--- config.mk ---
export PLATFORM = sky130hd
export DESIGN_NAME = regfile_ldm_stm_sequencer
export DESIGN_NICKNAME = d
export VERILOG_FILES = /design/src/rtl/regfile_ldm_stm_sequencer.sv
export SDC_FILE = /design/constraint.sdc
export NUM_CORES = 1
export LEC_CHECK = 0
export BUFFER_PORTS_ARGS = -buffer_cell sky130_fd_sc_hd__buf_2
export CELL_PAD_IN_SITES_DETAIL_PLACEMENT = 0
export CELL_PAD_IN_SITES_GLOBAL_PLACEMENT = 1
export CORE_UTILIZATION = 36
export CTS_BUF_LIST = sky130_fd_sc_hd__clkbuf_16
export DETAILED_ROUTE_END_ITERATION = 8
export HOLD_SLACK_MARGIN = 0.06
export PLACE_DENSITY_LB_ADDON = 0.1
export SLEW_MARGIN = 20
export SYNTH_ARGS = -nofsm -noshare
export SYNTH_HDL_FRONTEND = slang
export SYNTH_SLANG_ARGS = --single-unit
--- constraint.sdc ---
create_clock -name clk -period 5.73 [get_ports clk]
set_input_delay 0.8595 -clock clk [delete_from_list [all_inputs] [get_ports clk]]
set_output_delay 0.8595 -clock clk [all_outputs]
set_load 0.02 [all_outputs]
--- src/rtl/regfile_ldm_stm_sequencer.sv ---
// Block-transfer sequencer (LDM/STM/PUSH/POP): walks a register list, moves one word per register.
// Optional full-descending addressing is enabled by defining REGSEQ_DESCENDING_EN.
module regfile_ldm_stm_sequencer #(
  parameter int unsigned DATA_W = 32,
  parameter int unsigned LIST_W = 16
) (
  input  logic              clk,
  input  logic              rst,
  input  logic              start,
  input  logic              is_load,
  input  logic              dec,
  input  logic [3:0]        base_reg,
  input  logic [DATA_W-1:0] base_addr,
  input  logic [LIST_W-1:0] reg_list,
  input  logic              writeback_en,
  output logic              busy,
  output logic              done,
  output logic              err,
  output logic [3:0]        rf_read_addr,
  input  logic [DATA_W-1:0] rf_read_data,
  output logic [3:0]        rf_write_addr,
  output logic [DATA_W-1:0] rf_write_data,
  output logic              rf_write_en,
  output logic              pc_load_valid,
  output logic [DATA_W-1:0] pc_load_data,
  output logic              mem_req,
  output logic              mem_we,
  output logic [DATA_W-1:0] mem_addr,
  output logic [DATA_W-1:0] mem_wdata,
  input  logic [DATA_W-1:0] mem_rdata,
  input  logic              mem_ack
);

  localparam int unsigned CNT_W = $clog2(LIST_W + 1);
  localparam int unsigned SPAN_W = CNT_W + 2;

  typedef enum logic [2:0] {S_IDLE, S_ACCESS, S_COMMIT, S_WB, S_DONE} state_t;

  function automatic logic [3:0] lowest_bit(input logic [LIST_W-1:0] l);
    lowest_bit = '0;
    for (int i = LIST_W - 1; i >= 0; i--) begin
      if (l[i]) lowest_bit = 4'(i);
    end
  endfunction

  function automatic logic [CNT_W-1:0] popcount(input logic [LIST_W-1:0] l);
    popcount = '0;
    for (int i = 0; i < LIST_W; i++) begin
      popcount = popcount + CNT_W'(l[i]);
    end
  endfunction

  state_t              state_q, state_d;
  logic [LIST_W-1:0]   list_q, list_d;
  logic                load_q, load_d;
  logic                wb_do_q, wb_do_d;
  logic [3:0]          base_reg_q, base_reg_d;
  logic [DATA_W-1:0]   wb_val_q, wb_val_d;
  logic                busy_q, busy_d;
  logic                done_q, done_d;
  logic                err_q, err_d;
  logic [3:0]          rf_read_addr_q, rf_read_addr_d;
  logic [3:0]          rf_write_addr_q, rf_write_addr_d;
  logic [DATA_W-1:0]   rf_write_data_q, rf_write_data_d;
  logic                rf_write_en_q, rf_write_en_d;
  logic                pc_load_valid_q, pc_load_valid_d;
  logic [DATA_W-1:0]   pc_load_data_q, pc_load_data_d;
  logic                mem_req_q, mem_req_d;
  logic                mem_we_q, mem_we_d;
  logic [DATA_W-1:0]   mem_addr_q, mem_addr_d;

  logic                dec_eff;
  logic [CNT_W-1:0]    cnt_c;
  logic [DATA_W-1:0]   span_c;
  logic [DATA_W-1:0]   low_addr_c;
  logic [DATA_W-1:0]   start_addr_c;
  logic [DATA_W-1:0]   end_val_c;
  logic [3:0]          cur_reg_c;
  logic [LIST_W-1:0]   list_next_c;

`ifdef REGSEQ_DESCENDING_EN
  assign dec_eff = dec;
`else
  logic unused_dec;
  assign unused_dec = dec;
  assign dec_eff    = 1'b0;
`endif

  // Descending mode still transfers lowest register at lowest address.
  assign cnt_c        = popcount(reg_list);
  assign span_c       = DATA_W'({cnt_c, 2'b00});
  assign low_addr_c   = base_addr - span_c;
  assign start_addr_c = dec_eff ? low_addr_c : base_addr;
  assign end_val_c    = dec_eff ? low_addr_c : base_addr + span_c;
  assign cur_reg_c    = lowest_bit(list_q);
  assign list_next_c  = list_q & ~(LIST_W'(1) << cur_reg_c);

  always_ff @(posedge clk or posedge rst) begin
    if (rst) begin
      state_q         <= S_IDLE;
      list_q          <= '0;
      load_q          <= 1'b0;
      wb_do_q         <= 1'b0;
      base_reg_q      <= '0;
      wb_val_q        <= '0;
      busy_q          <= 1'b0;
      done_q          <= 1'b0;
      err_q           <= 1'b0;
      rf_read_addr_q  <= '0;
      rf_write_addr_q <= '0;
      rf_write_data_q <= '0;
      rf_write_en_q   <= 1'b0;
      pc_load_valid_q <= 1'b0;
      pc_load_data_q  <= '0;
      mem_req_q       <= 1'b0;
      mem_we_q        <= 1'b0;
      mem_addr_q      <= '0;
    end else begin
      state_q         <= state_d;
      list_q          <= list_d;
      load_q          <= load_d;
      wb_do_q         <= wb_do_d;
      base_reg_q      <= base_reg_d;
      wb_val_q        <= wb_val_d;
      busy_q          <= busy_d;
      done_q          <= done_d;
      err_q           <= err_d;
      rf_read_addr_q  <= rf_read_addr_d;
      rf_write_addr_q <= rf_write_addr_d;
      rf_write_data_q <= rf_write_data_d;
      rf_write_en_q   <= rf_write_en_d;
      pc_load_valid_q <= pc_load_valid_d;
      pc_load_data_q  <= pc_load_data_d;
      mem_req_q       <= mem_req_d;
      mem_we_q        <= mem_we_d;
      mem_addr_q      <= mem_addr_d;
    end
  end

  // Outputs are computed for the state being entered, so each appears registered in that state.
  always_comb begin
    state_d         = state_q;
    list_d          = list_q;
    load_d          = load_q;
    wb_do_d         = wb_do_q;
    base_reg_d      = base_reg_q;
    wb_val_d        = wb_val_q;
    busy_d          = busy_q;
    done_d          = 1'b0;
    err_d           = 1'b0;
    rf_read_addr_d  = rf_read_addr_q;
    rf_write_addr_d = rf_write_addr_q;
    rf_write_data_d = rf_write_data_q;
    rf_write_en_d   = 1'b0;
    pc_load_valid_d = 1'b0;
    pc_load_data_d  = pc_load_data_q;
    mem_req_d       = mem_req_q;
    mem_we_d        = mem_we_q;
    mem_addr_d      = mem_addr_q;

    unique case (state_q)
      S_IDLE: begin
        if (start) begin
          list_d     = reg_list;
          load_d     = is_load;
          base_reg_d = base_reg;
          wb_val_d   = end_val_c;
          wb_do_d    = writeback_en && !(is_load && reg_list[base_reg]);
          if (cnt_c == '0) begin
            state_d = S_DONE;
            done_d  = 1'b1;
            err_d   = 1'b1;
          end else begin
            state_d        = S_ACCESS;
            busy_d         = 1'b1;
            mem_req_d      = 1'b1;
            mem_we_d       = !is_load;
            mem_addr_d     = start_addr_c;
            rf_read_addr_d = lowest_bit(reg_list);
          end
        end
      end
      S_ACCESS: begin
        if (mem_ack) begin
          state_d   = S_COMMIT;
          mem_req_d = 1'b0;
          mem_we_d  = 1'b0;
          if (load_q) begin
            if (cur_reg_c == 4'd15) begin
              pc_load_valid_d = 1'b1;
              pc_load_data_d  = mem_rdata & ~DATA_W'(1);
            end else begin
              rf_write_en_d   = 1'b1;
              rf_write_addr_d = cur_reg_c;
              rf_write_data_d = mem_rdata;
            end
          end
        end
      end
      S_COMMIT: begin
        list_d = list_next_c;
        if (list_next_c != '0) begin
          state_d        = S_ACCESS;
          mem_req_d      = 1'b1;
          mem_we_d       = !load_q;
          mem_addr_d     = mem_addr_q + DATA_W'(4);
          rf_read_addr_d = lowest_bit(list_next_c);
        end else begin
          state_d = S_WB;
          if (wb_do_q) begin
            rf_write_en_d   = 1'b1;
            rf_write_addr_d = base_reg_q;
            rf_write_data_d = wb_val_q;
          end
        end
      end
      S_WB: begin
        state_d = S_DONE;
        busy_d  = 1'b0;
        done_d  = 1'b1;
      end
      S_DONE: begin
        state_d = S_IDLE;
      end
      default: begin
        state_d = S_IDLE;
      end
    endcase
  end

  assign busy          = busy_q;
  assign done          = done_q;
  assign err           = err_q;
  assign rf_read_addr  = rf_read_addr_q;
  assign rf_write_addr = rf_write_addr_q;
  assign rf_write_data = rf_write_data_q;
  assign rf_write_en   = rf_write_en_q;
  assign pc_load_valid = pc_load_valid_q;
  assign pc_load_data  = pc_load_data_q;
  assign mem_req       = mem_req_q;
  assign mem_we        = mem_we_q;
  assign mem_addr      = mem_addr_q;
  // Register-file read is combinational, so store data follows the registered read address.
  assign mem_wdata     = (state_q == S_ACCESS && !load_q) ? rf_read_data : '0;

endmodule

* Yosys cells after proc, flatten, opt, wreduce, memory -nomap -nowiden
Cells that the tools add are included.
Word-level totals: input bits 123, output and inout bits 143, register bits 167
Operators by class: muxes and demuxes 102, add/sub/neg operators 17, shift-type cells 1, reductions and logical operators 21, equality and inequality tests 12, magnitude comparators 1, bitwise operators 2
Operators with widths (number):
- 32-bit 2-to-1 mux | 9
- 4-bit 2-to-1 mux | 56
- 32-bit one-hot mux with 2 select lines | 2
- 5-bit by 1-bit adder with 5-bit output | 11
- 32-bit by 3-bit adder with 32-bit output, second input constant | 1
- 32-bit by 7-bit adder with 32-bit output | 1
- 16-bit one-hot mux with 2 select lines | 1
- 1-bit 2-to-1 mux | 20
- 16-bit AND | 1
- 16-bit 2-to-1 mux | 1
- 2-bit inequality test, second input constant | 8
- 16-bit inverter | 1
- 4-bit one-hot mux with 2 select lines | 2
- 16-bit nonzero test | 1
- 1-bit by 4-bit << shifter with 16-bit output, first input constant | 1
- 3-bit one-hot mux with 4 select lines | 1
- 3-bit 2-to-1 mux | 3
- 4-bit AND reduction | 2
- 3-bit by 2-bit equality test with 1-bit output, second input constant | 2
- 1-bit one-hot mux with 2 select lines | 3
- 1-bit one-hot mux with 3 select lines | 2
- 2-bit AND reduction | 3
- 6-bit AND reduction | 1
- 2-bit nonzero test | 3
- other kinds (16) | 20

* Depth between registers and ports, before layout
depth after elaboration 37, mapped depth 20, depth with buffers taken out 20

* Worst setup path after synthesis
OpenSTA, ideal clock, no wires.
kind input -> register, start in reg_list[0], end reg wb_val_q[30], slack 0.072 ns, setup time 0.134 ns, arrival time 5.523 ns, stages 20, path through fa_1 -> inv_1 -> fa_1 -> inv_1 -> fa_1 -> fa_1 -> ha_1 -> a21o_1 -> a21oi_1 -> xor2_1 -> inv_1 -> ha_1 -> inv_1 -> o21bai_1 -> a21oi_1 -> nor4b_1 -> nand3_1 -> nor3_1 -> xnor2_1 -> o21ai_0
Between the ends: cells in the longest elaborated chain, start to end 16
Ends and longest elaborated chain:
- start, declared | RTL line 14 | input logic [LIST_W-1:0] reg_list,
- 1-bit by 1-bit adder with 2-bit output | RTL line 49 | popcount = popcount + CNT_W'(l[i]);
- 2-bit by 1-bit adder with 3-bit output | RTL line 49
- 3-bit by 1-bit adder with 4-bit output | RTL line 49
- 4-bit by 1-bit adder with 5-bit output | RTL line 49
- 5-bit by 1-bit adder with 5-bit output (11 in a row) | RTL line 49
- 32-bit by 7-bit adder with 32-bit output | RTL line 94 | assign end_val_c = dec_eff ? low_addr_c : base_addr + span_c;
- end signal, assigned | RTL line 124 | wb_val_q <= wb_val_d;
- end, declared | RTL line 58 | logic [DATA_W-1:0] wb_val_q, wb_val_d;
Every way passes these cells. A chain may end at the register's enable or synchronous reset.

* Worst setup path in the final report
Same ends and word-level chain as after synthesis.

==> flow_summary.json <==
{
  "cp_data_arrival_time_ns": 5.53,
  "syn-num-nets": 1145,
  "die-area_um2": 26480,
  "dr.pass1.iters": 5,
  "synth_most_common_cell": "dfrtp_1",
  "avgViaCountPerCell": 5.335,
  "cts_setup_buffers": 0,
  "netlist_area_um2": 9299,
  "synth.distinct_cells": 66,
  "skew_ns": 0.01666,
  "p_leak_nw": 5.533,
  "place_congestion": 0.9265,
  "die_w_um": 162.7,
  "drive_above_1_share_pct": 29.19,
  "dp_hpwl_um": 22570,
  "port_buffers": 263,
  "wirelength_um": 29810,
  "power_density_nw_per_um2": 546.3,
  "layout.nets": 1403,
  "grt_antenna_before_repair": 0,
  "relSlewSlack_pct": 35.90,
  "finalHoldViolations": 0,
  "grtUsageTotal_pct": 22.81,
  "synth_area_leader_cell": "dfrtp_1",
  "syn_inst": 1000,
  "drv_cap": 0,
  "setup.worst_path.start": "reg_list[0]",
  "drc": 0,
  "coreArea_um2": 25250,
  "holdCritStartpoint": "wb_val_q[1]",
  "die_h_um": 162.7,
  "vias": 8542,
  "grt_max_degree": 92,
  "cp.required_ns": 6.00,
  "clk_latency_ns": 0.43,
  "cts-root-buf": "clkbuf_16",
  "period_needed_ns": 5.261,
  "status": "complete, no violations",
  "clock_path_buffers": 2,
  "path_buf_inv": 5,
  "grt_pass1_vias": 8054,
  "synth.top_cell.area_share_pct": 44.94,
  "cpPeakStageDelay_ns": 0.64,
  "drv_slew": 0,
  "synth-seq-cells": 167,
  "cts_tree": "done",
  "clkTransAtPathRegs_ns": 0.07,
  "wl_per_cell_um": 18.62,
  "grt_pass1_wl_um": 46460,
  "drt_iter0_drc": 580,
  "synthFlopType": "dfrtp_1",
  "synth_area_leaders": "dfrtp_1 45%, nand2_1 5.1%, a21oi_1 4.5%, o21ai_0 4.5%, o2bb2ai_1 3.6%",
  "rsz0062_at_grt": "false",
  "final.setup.tns_ns": 0,
  "peakVddDrop_v": 0.0002059,
  "grt_overflow": 0,
  "crit_chain": "buf_2 > fa_1 > inv_1 > fa_1 > inv_1 > fa_1 > fa_1 > ha_1 > a21o_1 > a21oi_1 > xor2_1 > inv_1 > ha_1 > inv_1 > o21bai_1 > a21oi_1 > nor4b_2 > nand3_1 > nor3_1 > xnor2_1 > o21ai_0",
  "start_util_pct": 36.82,
  "n_fill_cell": 2564,
  "diodes": 0,
  "setup_viol": 0,
  "fin_crit_sh_pct": 91.81,
  "rows": 58,
  "avgSynthCellArea_um2": 9.299,
  "yosys_warnings": 0,
  "cts.sinks": 167,
  "total_power_mw": 6.399,
  "io_pins": 266,
  "cts.repair.resized": 0,
  "ant_nets": 0,
  "htreeDepth": 4,
  "ys_seq_area_share_pct": 44.94,
  "yosys-top-cells-count": "167 x dfrtp_1, 127 x nand2_1, 83 x a21oi_1, 83 x o21ai_0, 56 x nor2_1",
  "cts_hold_buf": 0,
  "crit_family": "adder cells",
  "cp_slowest_cell": "fa_1",
  "max_freq_mhz": 190.1,
  "tightest_slew_ns": 0.9592,
  "worstSetupEndpointType": "flop",
  "area_growth_pct": 25.96,
  "r2r_start": "list_q[14]",
  "path_max_fanout": 3,
  "hold_class": "reg -> reg",
  "cts_buffers": 17,
  "synth_edf_count": 0,
  "synth-async-reset-ratio_pct": 100.0,
  "crit_type": "in -> reg",
  "start_kind": "input pin"
}
## metal layers
metal	up-vias	GRT usage (%)	wire length, um
met4	0	6.245	470
met3	29	2.928	1539
li1	4157	-	-
met5	-	0	0
met2	307	35.32	13260
met1	4049	33.31	14530
## cell type report
type                    instances  area (um^2)  share of cell area (%)
well taps                     330        412.9                   3.525
flip-flops and latches        167         4179                   35.68
inverters                      32        125.1                   1.068
clock buffers                  17        425.4                   3.632
repair buffers                298         1592                   13.59
clock inverters                15        201.4                   1.720
multi-input cells             742         4777                   40.79
## cells in the final DEF, fill, tap and decap left out, drive strengths merged, types with 3 or more instances in the layout
master,instances
nor2b,4
xnor2,13
nor4,12
nor2,56
a22oi,34
o31ai,5
o21ai,87
or3,8
nand3,37
nand4,9
and4,4
xor2,17
o21a,6
clkinv,6
a21o,6
and2,35
buf,298
fa,11
or2,5
o32ai,3
o22ai,21
mux4,5
clkbuf,17
dfrtp,167
a22o,7
a211oi,4
inv,39
or4,3
nand2b,6
a31oi,4
a21oi,83
nor3,11
and3,9
nand2,127
o2bb2ai,38
ha,11
mux2,34
## sequential cells by signal (all words and copies together) (netlist names)
register / flops
mem_we: 1
rf_write_en: 1
wb_val_q: 32
load_q: 1
state_q: 3
rf_write_addr: 4
err: 1
wb_do_q: 1
pc_load_valid: 1
mem_req: 1
busy: 1
base_reg_q: 4
pc_load_data: 31
done: 1
rf_write_data: 32
rf_read_addr: 4
mem_addr: 32
list_q: 16
## stage by stage
| stage | instance area (um^2) | utilization (%) | instances | setup slack, ns | hold slack, ns |
|---|---|---|---|---|---|
| 2_1_floorplan | 9299 | - | 1000 | 0.07248 | 0.4460 |
| 3_3_place_gp | 11070 | 43.85 | 1569 | -0.01808 | 0.4618 |
| 3_5_place_dp | 11080 | 43.87 | 1569 | -0.08475 | 0.4675 |
| 4_1_cts | 11710 | 46.35 | 1601 | 0.3813 | 0.4866 |
| 5_1_grt | 11710 | 46.38 | 1601 | 0.1023 | 0.4948 |
| 6_report | 11710 | 46.38 | 1601 | 0.4693 | 0.4778 |
## path summary, 6_finish.rpt
check	to	cells after the start	slack (ns)
worst max register to register	rf_write_data[12]	10	1.72
min in group asynchronous	pc_load_valid	2	0.59
max in group asynchronous	mem_addr[15]	3	4.02
worst max-delay path	wb_val_q[30]	21	0.47
worst min register to register	wb_val_q[1]	2	0.48
worst min-delay path	wb_val_q[1]	2	0.48
## power by group
group / internal (mW) / switching, mW
Clock: 0.637 / 0.578
Sequential: 1.64 / 0.435
Combinational: 1.20 / 1.92
Total: 3.47 / 2.93
## logic make-up (layout without fill, tap and decap cells)
family | count (synthesis) | after routing | synth area share, %
xor+xnor | 30 | 30 | 2.826
mux | 40 | 40 | 5.436
buf+inv | 91 | 362 | 4.104
flops | 167 | 167 | 44.94
fa+ha+maj | 24 | 24 | 4.090
simple gates | 329 | 329 | 16.87
compound gates | 318 | 318 | 21.69
other cells | 1 | 1 | 0.04033
## worst min-delay path: stages, from the launching register on
cell     delay (ns)
dfrtp_1        0.35
nand2_1        0.05
nand2_1        0.05
(Power assumes the default switching activity.)
